==> src/rtl/serial_sub16.sv <==
// Bit-serial subtractor: d = a - b - bin, one bit per clock, LSB first, start/busy/done handshake.
// Define SERIAL_SUB_OVF_EN to register signed overflow on ovf; otherwise ovf is tied to 0.
module serial_sub16 #(
  parameter int WIDTH = 16
) (
  input  logic             clk,
  input  logic             rst_n,
  input  logic             start,
  input  logic [WIDTH-1:0] a,
  input  logic [WIDTH-1:0] b,
  input  logic             bin,
  output logic             busy,
  output logic             done,
  output logic [WIDTH-1:0] d,
  output logic             bout,
  output logic             ovf
);

  localparam int CW = $clog2(WIDTH);

  typedef enum logic [1:0] {IDLE, RUN, DONE} state_e;

  state_e           state_q, state_d;
  logic [CW-1:0]    cnt_q, cnt_d;
  logic [WIDTH-1:0] aSh_q, aSh_d;
  logic [WIDTH-1:0] bSh_q, bSh_d;
  logic             br_q, br_d;
  logic [WIDTH-2:0] res_q, res_d;
  logic [WIDTH-1:0] dOut_q, dOut_d;
  logic             bout_q, bout_d;
  logic             ai, bi, di, brNext, lastBit;

  assign ai      = aSh_q[0];
  assign bi      = bSh_q[0];
  assign di      = ai ^ bi ^ br_q;
  assign brNext  = (~ai & bi) | (~(ai ^ bi) & br_q);
  assign lastBit = (state_q == RUN) && (cnt_q == CW'(WIDTH - 1));

  always_ff @(posedge clk or negedge rst_n) begin
    if (!rst_n) state_q <= IDLE;
    else        state_q <= state_d;
  end

  always_comb begin
    state_d = state_q;
    case (state_q)
      IDLE:    if (start) state_d = RUN;
      RUN:     if (lastBit) state_d = DONE;
      DONE:    state_d = IDLE;
      default: state_d = IDLE;
    endcase
  end

  always_comb begin
    busy = (state_q == RUN);
    done = (state_q == DONE);
  end

  // The working shift register is separate from dOut_q so the visible result holds during RUN.
  always_comb begin
    aSh_d  = aSh_q;
    bSh_d  = bSh_q;
    br_d   = br_q;
    cnt_d  = cnt_q;
    res_d  = res_q;
    dOut_d = dOut_q;
    bout_d = bout_q;
    if (state_q == IDLE && start) begin
      aSh_d = a;
      bSh_d = b;
      br_d  = bin;
      cnt_d = '0;
    end else if (state_q == RUN) begin
      aSh_d = aSh_q >> 1;
      bSh_d = bSh_q >> 1;
      br_d  = brNext;
      cnt_d = cnt_q + CW'(1);
      res_d = (WIDTH-1)'({di, res_q} >> 1);
      if (lastBit) begin
        dOut_d = {di, res_q};
        bout_d = brNext;
      end
    end
  end

  always_ff @(posedge clk or negedge rst_n) begin
    if (!rst_n) begin
      aSh_q  <= '0;
      bSh_q  <= '0;
      br_q   <= 1'b0;
      cnt_q  <= '0;
      res_q  <= '0;
      dOut_q <= '0;
      bout_q <= 1'b0;
    end else begin
      aSh_q  <= aSh_d;
      bSh_q  <= bSh_d;
      br_q   <= br_d;
      cnt_q  <= cnt_d;
      res_q  <= res_d;
      dOut_q <= dOut_d;
      bout_q <= bout_d;
    end
  end

  assign d    = dOut_q;
  assign bout = bout_q;

`ifdef SERIAL_SUB_OVF_EN
  logic ovf_q, ovf_d;

  // On the last bit the shifters hold the operand MSBs and di is the result MSB.
  always_comb begin
    ovf_d = ovf_q;
    if (lastBit) ovf_d = (ai != bi) && (di != ai);
  end

  always_ff @(posedge clk or negedge rst_n) begin
    if (!rst_n) ovf_q <= 1'b0;
    else        ovf_q <= ovf_d;
  end

  assign ovf = ovf_q;
`else
  assign ovf = 1'b0;
`endif

endmodule

==> config.mk <==
export PLATFORM = sky130hd
export DESIGN_NAME = serial_sub16
export DESIGN_NICKNAME = d
export VERILOG_FILES = /design/src/rtl/serial_sub16.sv
export SDC_FILE = /design/constraint.sdc
export NUM_CORES = 1
export LEC_CHECK = 0
export ABC_AREA = 1
export CAP_MARGIN = 20
export CELL_PAD_IN_SITES_DETAIL_PLACEMENT = 0
export CELL_PAD_IN_SITES_GLOBAL_PLACEMENT = 1
export CORE_MARGIN = 4
export CORE_UTILIZATION = 39
export CTS_CLUSTER_SIZE = 12
export DETAILED_ROUTE_END_ITERATION = 16
export HOLD_SLACK_MARGIN = 0.03
export PLACE_DENSITY_LB_ADDON = 0.1
export SLEW_MARGIN = 20
export SYNTH_ARGS = -nofsm -noshare
export SYNTH_HDL_FRONTEND = slang
export SYNTH_SLANG_ARGS = --single-unit
==> constraint.sdc <==
create_clock -name clk -period 1.3 [get_ports clk]
set_input_delay 0.26 -clock clk [delete_from_list [all_inputs] [get_ports clk]]
set_output_delay 0.26 -clock clk [all_outputs]
set_load 0.02 [all_outputs]
After elaboration in Yosys (flattened, before gate mapping)
Index checks and enable logic that the tools add are counted.
{"block": "word_totals", "regBits": 71, "input_bits": 36, "out_inout_bits": 20, "wordCells": 40}
{"block": "op_classes", "add_sub_neg": 1, "eq_ne": 5, "n_mux": 11, "bitwise": 8, "n_reduce_logical": 7}
{"op": "two-way mux 16 bit", "count": 4}
{"op": "two-way mux 4 bit", "count": 2}
{"op": "adder 4 x 1 -> 4 bit (second input constant)", "count": 1}
{"op": "equality test 4 bit (second input constant)", "count": 1}
{"op": "two-way mux 2 bit", "count": 2}
{"op": "case mux 2 bit (2 select lines)", "count": 1}
{"op": "AND reduction 2 bit", "count": 2}
{"op": "inverter 1 bit", "count": 3}
{"op": "AND reduction 3 bit", "count": 1}
{"op": "bitwise AND 1 bit", "count": 2}
{"op": "equality test 2 x 1 -> 1 bit (second input constant)", "count": 1}
{"op": "equality test 2 bit (second input constant)", "count": 1}
{"op": "logical AND 1 bit", "count": 2}
{"op": "logical NOT 2 bit", "count": 1}
{"op": "two-way mux 1 bit", "count": 2}
{"op": "inequality test 2 x 1 -> 1 bit (second input constant)", "count": 1}
{"op": "inequality test 2 bit (second input constant)", "count": 1}
{"op": "nonzero test 2 bit", "count": 1}
{"op": "XOR 1 bit", "count": 2}
{"op": "OR 1 bit", "count": 1}

Logic depth before layout (Yosys ltp)
{"block": "logic_depth", "depth_word": 6, "mapped_depth": 7, "depth_no_buf": 7}

Worst setup path after synthesis
OpenSTA, ideal clock, no wires.
{"block": "synth_path", "path_type": "register to register", "start": "register cnt_q[0]", "end": "register dOut_q[10] (netlist: d[10])", "setup_time_ns": 0.123, "arrival_ns": 1.071, "required_time_ns": 1.177, "path_slack_ns": 0.106, "path_stages_with_launch": 6, "path_buffers": 1, "period_less_slack_ns": 1.194, "cell_sequence": "dfrtp_1 -> ha_1 -> nand3_4 -> clkbuf_2 -> o21ai_0 -> nand2_1"}
{"block": "synth_between", "elab_chain_cells": 3}
{"element": "from (decl)", "line": "24", "source": "logic [CW-1:0] cnt_q, cnt_d;"}
{"element": "from (signal assigned)", "line": "99", "source": "cnt_q <= cnt_d;"}
{"element": "equality test 4 bit", "line": "37", "source": "assign lastBit = (state_q == RUN) && (cnt_q == CW'(WIDTH - 1));"}
{"element": "logical AND 1 bit", "line": "37"}
{"element": "AND reduction 3 bit (no source line)"}
{"element": "to (signal assigned)", "line": "101", "source": "dOut_q <= dOut_d;"}
{"element": "to (decl)", "line": "29", "source": "logic [WIDTH-1:0] dOut_q, dOut_d;"}
Every way passes these cells.
A chain may end at the register's enable or synchronous reset.

Worst setup path in the final report
{"block": "layout_path", "start": "register state_q[0]", "end": "output done"}
{"block": "layout_between", "elab_chain_cells": 1}
{"element": "from (decl)", "line": "23", "source": "state_e state_q, state_d;"}
{"element": "from (signal assigned)", "line": "41", "source": "else state_q <= state_d;"}
{"element": "equality test 2 bit", "line": "56", "source": "done = (state_q == DONE);"}
{"element": "to (decl)", "line": "13", "source": "output logic done,"}
Every way passes these cells.

==> impl_metrics.csv <==
group,metric,value,unit
status,status,"complete, but fails checks",
status,violations,"setup timing",
timing,hold_viol_final,0,
finish,multi_input_area,1100,um2
timing,setup_viol,1,
finish,drive_above_1_share,14.5,%
placement,dp_slack,-0.184,ns
floorplanning,die_width,96.6,um
floorplanning,num_io_pins,56,
timing,slew_viol_final,0,
synth,synth-seq-cells,71,
pwr,p_sw_share,37.7,%
synth,synth_cells,347,
worst_setup_path,worstPathArrival,1.05,ns
global_route,grt.total_usage,15.2,%
worst_setup_path,cp.required,1.04,ns
job,drv_cap,0,
pwr,leakagePower,1.91,nW
floorplanning,initial_core_util,39.9,%
global_route,antenna_found_initial,0,
placement,portBuffers,54,
cts,clk_latency,0.35,ns
pwr,clock_power_share,20.0,%
pwr,internal_power,5.29,mW
synth,synth_area_per_cell,8.83,um2
placement,gp_congestion,0.725,
placement,placed_cell_area,3790,um2
placement,dp_hpwl,4260,um
timing,fin_crit,1.31,ns
timing,rsz0062_at_grt,"yes",
floorplanning,core_area,7690,um2
synth,synth_flop_cell,"dfrtp_1",
synth,ys_seq_area_share,58.0,%
route,drtPass1Iterations,4,
synth,synth_edf_count,0,
worst_setup_path,cp_max_fo,3,
pwr,power.share.sequential,43.4,%
route,drtAntennaViolNets,0,
worst_setup_path,worstSetupEndpointType,"output port",
finish,design_area,3990,um2
global_route,grt_pass1_wl,11500,um
timing,skew,0.00993,ns
floorplanning,rows,32,
timing,fin_crit_sh,101,%
global_route,grt_pass1_vias,2397,
pwr,switchingPower,3.20,mW
finish,final_common_cell,"nand2_1",
finish,fill_cells,754,
finish,area_delta_synth_final,30.1,%
worst_setup_path,rr_worst_depth,5,
cts,clkSinkCount,71,
cts,cts_buffers,9,
worst_setup_path,critPathMaxStageDelay,0.44,ns
worst_setup_path,critPathKind,"reg -> out",
worst_setup_path,cpLargestDelayFamily,"flip-flops",
worst_setup_path,worstPathBufferInverterCount,1,
timing,fin_ws,-0.0120,ns
synth,ys_async_sr_fraction,100,%
cts,cts_tree,"done",
pwr,peakVddDrop,0.785,mV
synth,yosysWarnings,0,
synth,netlist_area,3060,um2
route,drt-initial-drc-count,105,
synth,syn-num-nets,385,
timing,fmax,0.762,GHz
cts,root_buffer,"clkbuf_8",
route,vias_per_cell,4.72,
worst_setup_path,start_kind,"flop",
route,vias,2437,
finish,regArea,1780,um2
finish,nNetsFinal,447,
worst_setup_path,cpMaxStageDelayCell,"dfrtp_2",
floorplanning,die_area,9340,um2
finish,final_cell_mix,"nand2_1, dfrtp_1, nand3_1, clkdlybuf4s50_1, o21ai_0",
route,wl,6620,um
cts,cts-htree-levels,3,
pwr,powerDensity,2130,nW/um2
finish,antenna_cells,0,
cts,clk_pin_slew,0.08,ns
worst_setup_path,crit_cells,2,
global_route,grt_max_degree,51,
global_route,grt_overflow,0,
worst_setup_path,crit_chain,"nor2_2 -> buf_6",
floorplanning,die_h,96.6,um
route,drc,0,
pwr,p_comb_share,36.6,%
route,post_drt_wl_per_cell,12.8,um
hold_path,holdCritPathClass,"in -> async",
synth,yosysUniqueCellTypes,21,
cts,cts_buffer_depth,2,
power by group through the flow:
stage	Combinational [mW]	Clock (mW)	Sequential, mW
final	3.11	1.70	3.69
after global routing	3.55	1.89	3.82
after CTS	3.24	1.78	3.70
after detailed placement	3.29	0	3.73
after global placement	3.25	0	3.71
after floorplan	1.82	0	3.90
cell families (layout without fill, tap and decap cells):
| group | Yosys count | count (layout) | share of synthesized area [%] |
|---|---|---|---|
| XOR/XNOR | 1 | 1 | 0.286 |
| flip-flops | 71 | 71 | 58.0 |
| AND/OR/NAND/NOR | 203 | 203 | 29.0 |
| other | 1 | 1 | 0.122 |
| buffers and inverters | 36 | 103 | 6.17 |
| adder cells (fa/ha/maj) | 2 | 2 | 1.06 |
| AO/OA/AOI/OAI | 33 | 33 | 5.39 |
cell usage after synthesis (2+ instances only):
cell type	instances	share of area (%)
buf_2	13	2.1
o21ai_1	2	0.33
nor2_1	4	0.49
nand2_1	127	16
nand2_2	2	0.41
nand3_1	67	11
inv_2	2	0.25
o21ai_0	30	4.9
buf_4	5	1.2
inv_1	13	1.6
clkbuf_2	2	0.33
dfrtp_1	71	58
area by class of cell:
class,count,share of cell area [%]
inverter,15,1.47
clock buffer,10,3.20
clock inverter,6,1.54
sequential,71,44.6
multi-input combinational,240,27.6
tap,102,3.20
timing repair buffer,72,18.4
worst paths after layout:
path                       slack (ns)              startpoint                      to
hold / removal                   0.38                   rst_n        d[8]$_DFFE_PN0P_
min in group clk                 0.46                    b[8]    bSh_q[8]$_DFFE_PN0P_
setup / recovery                -0.01  state_q[0]$_DFFE_PN0P_                    done
setup reg to reg                 0.03    cnt_q[0]$_DFFE_PN0P_        d[5]$_DFFE_PN0P_
hold reg to reg                  0.48        d[1]$_DFFE_PN0P_        d[1]$_DFFE_PN0P_
max in group asynchronous        0.43                   rst_n  state_q[0]$_DFFE_PN0P_
worst register-to-register path, cell delays in order (launching register included):
cell	delay, ns
dfrtp_1	0.37
ha_1	0.24
nand3_4	0.15
buf_12	0.18
o21ai_0	0.15
nand2_1	0.06
timing repair:
item / 4_1_cts / 5_1_grt
hold buffers: 1 / 0
buffers inserted: 1 / 3
hold endpoints to repair: 25 / 0
endpoints found under the setup margin: 58 / 53
pin swaps: 1 / 1
resized for setup: 54 / 22
through the flow:
step	power (mW)	setup TNS (ns)	util, %	instances	hold WS (ns)
2_1_floorplan	5.72	0	-	347	-0.0356
3_3_place_gp	6.96	-3.81	49.4	495	0.221
3_5_place_dp	7.01	-4.56	49.4	495	0.225
4_1_cts	8.72	-0.0866	52.3	513	0.382
5_1_grt	9.26	-0.377	51.9	516	0.402
6_report	8.49	-0.0120	51.9	516	0.383
per-layer routing:
metal	GRT usage [%]	up-vias	part of all wire, %
li1	-	1244	-
met1	20.2	1140	48
met2	23.2	41	46
met3	3.75	12	4.1
met4	7.13	0	2.1
met5	0	-	0
registers in the layout, indices dropped and copies added, names as in the netlist:
name / flops
br_q: 1
cnt_q: 4
aSh_q: 16
res_q: 15
bout: 1
bSh_q: 16
state_q: 2
d: 16
No activity file was read; power rests on OpenSTA's default activity.
